## config.mk

```make
export PLATFORM = sky130hd
export DESIGN_NAME = mem_port_arbiter
export DESIGN_NICKNAME = d
export VERILOG_FILES = /design/src/rtl/mem_port_arbiter.sv
export SDC_FILE = /design/constraint.sdc
export NUM_CORES = 1
export LEC_CHECK = 0
export ABC_AREA = 1
export ABC_CLOCK_PERIOD_IN_PS = 1770
export CORE_MARGIN = 10
export CORE_UTILIZATION = 28
export DETAILED_ROUTE_END_ITERATION = 16
export PLACE_DENSITY = 0.57
export SLEW_MARGIN = 10
export SYNTH_ARGS = -nofsm -noshare
export SYNTH_HDL_FRONTEND = slang
export SYNTH_SLANG_ARGS = --single-unit
```

## constraint.sdc

```tcl
create_clock -name clk -period 1.77 [get_ports clk]
set_input_delay 0.531 -clock clk [delete_from_list [all_inputs] [get_ports clk]]
set_output_delay 0.531 -clock clk [all_outputs]
set_load 0.01 [all_outputs]
```

## src/rtl/mem_port_arbiter.sv

```systemverilog
// mem_port_arbiter: shares one synchronous-read memory port between the CPU
// core and the I/O/loader master. Accesses are serialised and round-robin
// arbitrated. Programmable wait states follow the address phase. Read data
// is returned in a per-port register together with a one-cycle done pulse.
//
// Ports:
//   clk, reset                     clock, synchronous active-high reset
//   cpu_req/we/addr/wdata          CPU request; req is held until cpu_done
//   cpu_gnt, cpu_done, cpu_rdata   CPU owns the port, completion pulse, read data
//   io_*                           same set of ports for the I/O master
//   mem_addr/wdata/we, mem_rdata   memory port; rdata is valid one cycle after the address
//   busy                           an access is in progress
module mem_port_arbiter #(
  parameter int unsigned AW          = 16,
  parameter int unsigned DW          = 16,
  parameter int unsigned WAIT_STATES = 0
) (
  input  logic          clk,
  input  logic          reset,
  input  logic          cpu_req,
  input  logic          cpu_we,
  input  logic [AW-1:0] cpu_addr,
  input  logic [DW-1:0] cpu_wdata,
  output logic          cpu_gnt,
  output logic          cpu_done,
  output logic [DW-1:0] cpu_rdata,
  input  logic          io_req,
  input  logic          io_we,
  input  logic [AW-1:0] io_addr,
  input  logic [DW-1:0] io_wdata,
  output logic          io_gnt,
  output logic          io_done,
  output logic [DW-1:0] io_rdata,
  output logic [AW-1:0] mem_addr,
  output logic [DW-1:0] mem_wdata,
  output logic          mem_we,
  input  logic [DW-1:0] mem_rdata,
  output logic          busy
);

  localparam int unsigned CW = 4;
  localparam logic [CW-1:0] WAIT_LOAD = (WAIT_STATES > 0) ? CW'(WAIT_STATES - 1) : '0;

  localparam logic [2:0] S_IDLE = 3'd0;
  localparam logic [2:0] S_ACC  = 3'd1;
  localparam logic [2:0] S_WAIT = 3'd2;
  localparam logic [2:0] S_CAP  = 3'd3;
  localparam logic [2:0] S_DONE = 3'd4;

  logic [2:0]    r_state;
  logic [CW-1:0] r_cnt;
  logic          r_owner;      // 0 = CPU, 1 = IO
  logic          r_last;       // last port served
  logic [AW-1:0] r_mem_addr;
  logic [DW-1:0] r_mem_wdata;
  logic          r_mem_we;
  logic          r_cpu_gnt;
  logic          r_io_gnt;
  logic          r_cpu_done;
  logic          r_io_done;
  logic [DW-1:0] r_cpu_rdata;
  logic [DW-1:0] r_io_rdata;
  logic          r_busy;

  logic [2:0]    w_state_nxt;
  logic [CW-1:0] w_cnt_nxt;
  logic          w_any_req;
  logic          w_pick_io;

  // IO wins when it is the only requester, or on a tie when the CPU was served last
  assign w_any_req = cpu_req | io_req;
  assign w_pick_io = io_req & (~cpu_req | ~r_last);

  // Next-state and wait-counter logic
  always_comb begin
    w_state_nxt = r_state;
    w_cnt_nxt   = r_cnt;
    case (r_state)
      S_IDLE: begin
        if (w_any_req) w_state_nxt = S_ACC;
      end
      S_ACC: begin
        if (WAIT_STATES > 0) begin
          w_state_nxt = S_WAIT;
          w_cnt_nxt   = WAIT_LOAD;
        end else begin
          w_state_nxt = S_CAP;
        end
      end
      S_WAIT: begin
        if (r_cnt == '0) w_state_nxt = S_CAP;
        else             w_cnt_nxt   = r_cnt - CW'(1);
      end
      S_CAP:   w_state_nxt = S_DONE;
      S_DONE:  w_state_nxt = S_IDLE;
      default: w_state_nxt = S_IDLE;
    endcase
  end

  // State, access latches and registered outputs
  always_ff @(posedge clk) begin
    if (reset) begin
      r_state     <= S_IDLE;
      r_cnt       <= '0;
      r_owner     <= 1'b0;
      r_last      <= 1'b1;
      r_mem_addr  <= '0;
      r_mem_wdata <= '0;
      r_mem_we    <= 1'b0;
      r_cpu_gnt   <= 1'b0;
      r_io_gnt    <= 1'b0;
      r_cpu_done  <= 1'b0;
      r_io_done   <= 1'b0;
      r_cpu_rdata <= '0;
      r_io_rdata  <= '0;
      r_busy      <= 1'b0;
    end else begin
      r_state    <= w_state_nxt;
      r_cnt      <= w_cnt_nxt;
      r_busy     <= (w_state_nxt != S_IDLE);
      r_cpu_done <= (w_state_nxt == S_DONE) & ~r_owner;
      r_io_done  <= (w_state_nxt == S_DONE) &  r_owner;
      // Write strobe lives for the ACC cycle only
      r_mem_we   <= 1'b0;
      case (r_state)
        S_IDLE: begin
          if (w_any_req) begin
            r_owner     <= w_pick_io;
            r_mem_addr  <= w_pick_io ? io_addr  : cpu_addr;
            r_mem_wdata <= w_pick_io ? io_wdata : cpu_wdata;
            r_mem_we    <= w_pick_io ? io_we    : cpu_we;
            r_cpu_gnt   <= ~w_pick_io;
            r_io_gnt    <=  w_pick_io;
          end
        end
        S_CAP: begin
          // Capture lands at the edge entering DONE, so rdata is valid with done
          if (r_owner) r_io_rdata  <= mem_rdata;
          else         r_cpu_rdata <= mem_rdata;
        end
        S_DONE: begin
          r_last    <= r_owner;
          r_cpu_gnt <= 1'b0;
          r_io_gnt  <= 1'b0;
        end
        default: ;
      endcase
    end
  end

  assign cpu_gnt   = r_cpu_gnt;
  assign cpu_done  = r_cpu_done;
  assign cpu_rdata = r_cpu_rdata;
  assign io_gnt    = r_io_gnt;
  assign io_done   = r_io_done;
  assign io_rdata  = r_io_rdata;
  assign mem_addr  = r_mem_addr;
  assign mem_wdata = r_mem_wdata;
  assign mem_we    = r_mem_we;
  assign busy      = r_busy;

endmodule

```

==> results.toml, run 1 <==
[synthesis]
yosysSeqAreaShare = 0.477
syn_nets = 559
netlist_top_cells_area = "dfxtp_1 (48%), nand2_1 (19%), a21oi_1 (7.1%), nor2_1 (6.7%), nand3_1 (5.6%)"
yosys_warnings = 0
syn_area_sq_um = 3320
synth_top_family_by_area = "simple AND/OR/NAND/NOR gates"
ys.flop_type = "dfxtp_1"
ys_async_sr_fraction = 0
yosys_register_bits = 79
synth_edf_count = 0
syn_avg_cell_area_sq_um = 7.03
synth_cell_types = 23
synthAdderAreaFrac = 0.00377
synth.area.mux_share = 0
yosys.area.top_type = "dfxtp_1"
synth_compound_area_frac = 0.115
synthXorXnorAreaFrac = 0.00264
synthSimpleGateAreaFrac = 0.332
synth_top_area_share = 0.477
synthCells = 472

[cts]
clockBufferDepth = 2
path_clk_slew_ns = 0.06
clk_latency_ns = 0.33
cts_buffers = 9
cts_tree = "built"
htreeDepth = 3
cts.sinks = 79
hold_buffers = 0
clockRootBuffer = "clkbuf_16"

[critical_path]
cp_num_cells = 1
cp-start-kind = "flop"
end_kind = "primary output"
crit_fanout = 2
required_ns = 1.24
crit_start = "mem_wdata[13]"
slowest_stage = "clkdlybuf4s50_1"
worstPathArrival_ns = 1.21
path_class = "flop to primary output"
crit_chain = "clkdlybuf4s50_1"
critPathBufInv = 1
r2r_start = "r_cnt[0]"
rr_endpoint = "r_cnt[1]"
endpoint = "mem_wdata[13]"
r2r_cells = 8
slowest_delay_ns = 0.56
critPathTopFamily = "buffers and inverters"
r2r_slack_ns = 0.45

[timing]
skew_ns = 0.00518
worst_slew_pin_slew_ns = 0.551
rsz0062_at_grt = "false"
hold_slack_ns = 0.458
post-route-min-period_ns = 1.74
final_max_slew_viol_count = 0
setup_viol = 0
hold_viol = 0
fin_crit_sh = 0.983
max_slew_margin = 0.633
max_freq_mhz = 575

[cells_and_area]
insertedDiodeCount = 0
fin_nets = 710
fill_cells = 1121
area_growth_pct = 64.4
stdcell_count = 771
drive_above_1_share = 0.0669

[global_routing]
grt_usage = 0.140
grt_pass1_vias = 3561
grt_overflow = 0
antenna_found_initial = 0
grt_max_degree = 51
grt_pass1_wl_microns = 18500

[detailed_routing]
vias = 3536
drtIter0Drc = 136
wl_microns = 11800
vias_per_cell = 4.59
route.antenna.remaining_nets = 0
drt-wirelength-per-cell_microns = 15.3
drc_errors = 0
dr.pass1.iters = 4

[placed_design]
hpwl_microns = 8550
gp_congestion = 0.782
dp.cells = 755
port_buffers = 155

[status]
status = "finished clean"

[floorplan]
core_region_area_sq_um = 11500
dieArea_sq_um = 16600
rows = 39
die_x_microns = 129
io_pins = 156
fp.dieH_microns = 129
start_util = 0.288

[min_path]
hp-class = "flop to flop"
hold_depth = 2

[job]
drv_cap = 0

[power]
leakagePower_nw = 3.09
power.density_nw_per_um2 = 970
vdd_ir_drop_max_mv = 0.423
==> through the flow <==
stage | area (sq um) | worst slack, ns | setup TNS [ns] | power (mW) | util
after global routing | 5450 | 0.000339 | 0 | 5.60 | 0.473
after floorplan | 3320 | 0.392 | 0 | 2.67 | -
after detailed placement | 5030 | -0.228 | -6.52 | 3.36 | 0.437
after global placement | 5030 | -0.192 | -5.56 | 3.34 | 0.437
after CTS | 5340 | 0.000232 | 0 | 5.39 | 0.464
final | 5450 | 0.0303 | 0 | 5.29 | 0.473
==> cell type report <==
type,count,area (sq um),share of cell area
clock buffer,12,256,0.0470
clock inverter,4,76.3,0.0140
inverter,17,65.1,0.0119
multi-input combinational,347,1500,0.276
sequential,79,1580,0.290
tap,143,179,0.0328
timing repair buffer,169,1790,0.328
==> registers in the layout, summed over array words and instances, names as in the netlist <==
register and cells:
cpu_done 1, io_done 1, cpu_rdata 16, busy 1
io_gnt 1, io_rdata 16, mem_addr 16, r_cnt 4
mem_we 1, mem_wdata 16, r_state 3, cpu_gnt 1
r_owner 1, r_last 1
==> what timing repair did <==
action	4_1_cts	5_1_grt
gates resized for setup	19	45
hold endpoints to repair	0	0
gates cloned	0	0
buffers inserted	0	0
setup endpoints to repair	19	45
==> Yosys cell counts, types with 2 or more instances <==
cell,instances
a21oi_1,47
a31oi_1,2
buf_2,9
buf_4,2
buf_6,5
clkbuf_1,12
dfxtp_1,79
inv_1,12
inv_2,4
nand2_1,167
nand2_2,2
nand3_1,37
nor2_1,59
nor2_4,2
o21ai_0,25
==> placed cells by master (no fill, tap or decap) <==
| cell type | Yosys | final |
|---|---|---|
| nand2_1 | 167 | 167 |
| clkdlybuf4s50_1 | 0 | 90 |
| dfxtp_1 | 79 | 79 |
| nor2_1 | 59 | 59 |
| a21oi_1 | 47 | 47 |
| dlymetal6s2s_1 | 0 | 45 |
| nand3_1 | 37 | 37 |
| o21ai_0 | 25 | 25 |
| dlygate4sd2_1 | 0 | 19 |
| inv_1 | 12 | 12 |
| buf_4 | 2 | 10 |
| clkbuf_16 | 0 | 9 |
| inv_2 | 4 | 4 |
| buf_12 | 0 | 4 |
| nor2_4 | 2 | 2 |
| nand2_2 | 2 | 2 |
| a31oi_1 | 2 | 2 |
| bufinv_16 | 0 | 2 |
| clkbuf_8 | 0 | 2 |
| nand3_2 | 1 | 1 |
| nor2_2 | 1 | 1 |
| nand3_4 | 1 | 1 |
| clkinv_2 | 1 | 1 |
| o211ai_1 | 1 | 1 |
| xor2_1 | 1 | 1 |
| ha_1 | 1 | 1 |
| clkbuf_1 | 12 | 1 |
| inv_6 | 0 | 1 |
| clkinvlp_4 | 0 | 1 |
| buf_2 | 9 | 1 |
==> worst min-delay path by stage <==
stage                 start            to  slack, ns
3_3_place_gp   cpu_rdata[6]  cpu_rdata[6]       0.45
2_1_floorplan      r_cnt[0]      r_cnt[0]       0.44
3_5_place_dp   mem_wdata[8]  mem_wdata[8]       0.45
6_report       cpu_rdata[1]  cpu_rdata[1]       0.46
4_1_cts        cpu_rdata[1]  cpu_rdata[1]       0.46
5_1_grt         mem_addr[3]   mem_addr[3]       0.48
==> power by group <==
group | leakage (nW) | switching [mW] | internal (mW)
combinational | 2.29 | 0.624 | 0.599
clock | 0.159 | 0.719 | 1.32
sequential | 0.644 | 0.0844 | 1.94
==> per-layer routing <==
| layer | routed length [microns] | vias to the layer above | track usage |
|---|---|---|---|
| met4 | 75 | 0 | 0.0341 |
| met3 | 1720 | 6 | 0.0936 |
| met5 | 0 | - | 0 |
| met1 | 5370 | 1580 | 0.172 |
| li1 | - | 1807 | - |
| met2 | 4640 | 143 | 0.196 |
==> kinds of logic (layout without fill, tap and decap cells) <==
logic type,Yosys count,count (layout)
simple gates,270,270
xor+xnor,1,1
fa+ha+maj,1,1
flops,79,79
buf+inv,46,202
compound gates,75,75
Power figures use the tool's default switching activity.
==> run 2, diff against run 1 <==
- GPL_TIMING_DRIVEN: not set -> 0
- MAX_ROUTING_LAYER: not set -> met4
==> run 2 against run 1 <==
Combinational power barely moved. Via count up 0.11%. Sequential share of layout area about the same. First-iteration DRC count up 8.1%. Final cell count is 1.7% higher. Hold slack is essentially flat. Worst setup slack gained 0.0076 ns. Critical path depth unchanged. Utilization about the same. Register-to-register slack worse by 0.08 ns. Clock skew hardly changed. Largest cell class unchanged. Largest power group unchanged.
==> results.toml, run 2 (synthesized netlist as in run 1, its figures left out) <==
[status]
status = "finished clean"

[cells_and_area]
multi_input_area_sq_um = 1510
stdcell_count = 784
final_common_cell = "nand2_1"
fill_cells = 1195
regArea_sq_um = 1580
final_cell_mix = "nand2_1 (166), clkdlybuf4s50_1 (87), dfxtp_1 (79)"
fin_nets = 723
insertedDiodeCount = 0
drive_above_1_share = 0.0749
area_growth_pct = 64.5

[min_path]
hp-class = "flop to flop"
hold_depth = 2
hold_start = "cpu_rdata[4]"
whs_endpoint = "cpu_rdata[4]"

[critical_path]
crit_start = "mem_wdata[9]"
worstPathArrival_ns = 1.20
end_kind = "primary output"
critPathBufInv = 1
cp-start-kind = "flop"
r2r_start = "r_cnt[0]"
slowest_delay_ns = 0.55
path_class = "flop to primary output"
crit_fanout = 2
crit_chain = "clkdlybuf4s50_1"
rr_endpoint = "r_cnt[2]"
critPathTopFamily = "buffers and inverters"
r2r_slack_ns = 0.37
r2r_cells = 7
slowest_stage = "clkdlybuf4s50_1"
required_ns = 1.24

[timing]
worst_slew_pin_slew_ns = 0.487
max_slew_margin = 0.675
hold_slack_ns = 0.458
setup_viol = 0
max_freq_mhz = 577
fin_setup_tns_ns = 0
post-route-min-period_ns = 1.73
hold_viol = 0
fin_crit_sh = 0.979
final_max_slew_viol_count = 0
skew_ns = 0.00513
fin_ws_ns = 0.0379

[global_routing]
grt_max_degree = 15
grt_overflow = 0
grt_pass1_wl_microns = 19000
antenna_found_initial = 0
grt_pass1_vias = 3670
grt_usage = 0.148

[cts]
cts_tree = "built"
path_clk_slew_ns = 0.06
hold_buffers = 0
clockRootBuffer = "clkbuf_16"
clockBufferDepth = 2
cts.sinks = 79
cts_buffers = 9
cts_resized = 25
htreeDepth = 3
post_cts_buffers = 0
clk_latency_ns = 0.33

[detailed_routing]
drc_errors = 0
route.antenna.remaining_nets = 0
vias_per_cell = 4.52
dr.pass1.iters = 4
drtIter0Drc = 147
vias = 3540
wl_microns = 12000
drt-wirelength-per-cell_microns = 15.3

[floorplan]
start_util = 0.288
core_region_area_sq_um = 11500
io_pins = 156
dieArea_sq_um = 16600
fp.dieH_microns = 129
rows = 39
die_x_microns = 129

[power]
vdd_ir_drop_max_mv = 0.398
power.density_nw_per_um2 = 983
leakagePower_nw = 3.07
finalPower_mw = 5.36

[placed_design]
hpwl_microns = 9450
dp.cells = 768
pre_cts_slack_ns = -0.345
gp_congestion = 0.848
port_buffers = 153

[job]
drv_cap = 0
## run 2: cell count changes in the layout (fill, tap and decap cells not counted), sizes merged, moves of 3 or more
| cell | previous run | this run |
|---|---|---|
| clkbuf | 12 | 22 |
| dlygate4sd2 | 19 | 25 |
| clkinv | 1 | 5 |
| dlymetal6s2s | 45 | 41 |
| clkdlybuf4s50 | 90 | 87 |
## run 2: per-stage QoR
stage	cell area, sq um	util
2_1_floorplan	3320	-
4_1_cts	5340	0.464
5_1_grt	5460	0.474
6_report	5460	0.474
3_3_place_gp	5030	0.437
3_5_place_dp	5030	0.437
## run 2: final cells by class
type                       instances  share of cell area
inverter                          17              0.0119
tap                              143              0.0328
buffer                            29              0.0310
sequential                        79               0.290
timing repair buffer             153               0.294
clock buffer                       9              0.0413
multi-input combinational        347               0.277
clock inverter                     7              0.0222
## run 2: report_power, final
| part | internal [mW] | switching (mW) | total [mW] |
|---|---|---|---|
| sequential | 1.94 | 0.0864 | 2.03 |
| clock | 1.38 | 0.743 | 2.12 |
| combinational | 0.576 | 0.632 | 1.21 |
| total | 3.90 | 1.46 | 5.36 |
## run 2: worst max path at each step
stage,endpoint,cells past startpoint,slack (ns)
after floorplan,mem_addr[10],8,0.39
after global placement,io_gnt,7,-0.32
after detailed placement,io_gnt,7,-0.34
after CTS,mem_wdata[11],1,0.0005
after global routing,mem_wdata[14],8,-0.003
final,mem_wdata[9],1,0.04
## run 2: per-layer routing
layer  track usage  part of all wire  vias up
met3        0.0780              0.12       11
met1         0.172              0.46     1556
li1              -                 -     1832
met4        0.0381             0.011        0
met2         0.218              0.41      141
met5             -                 0        -
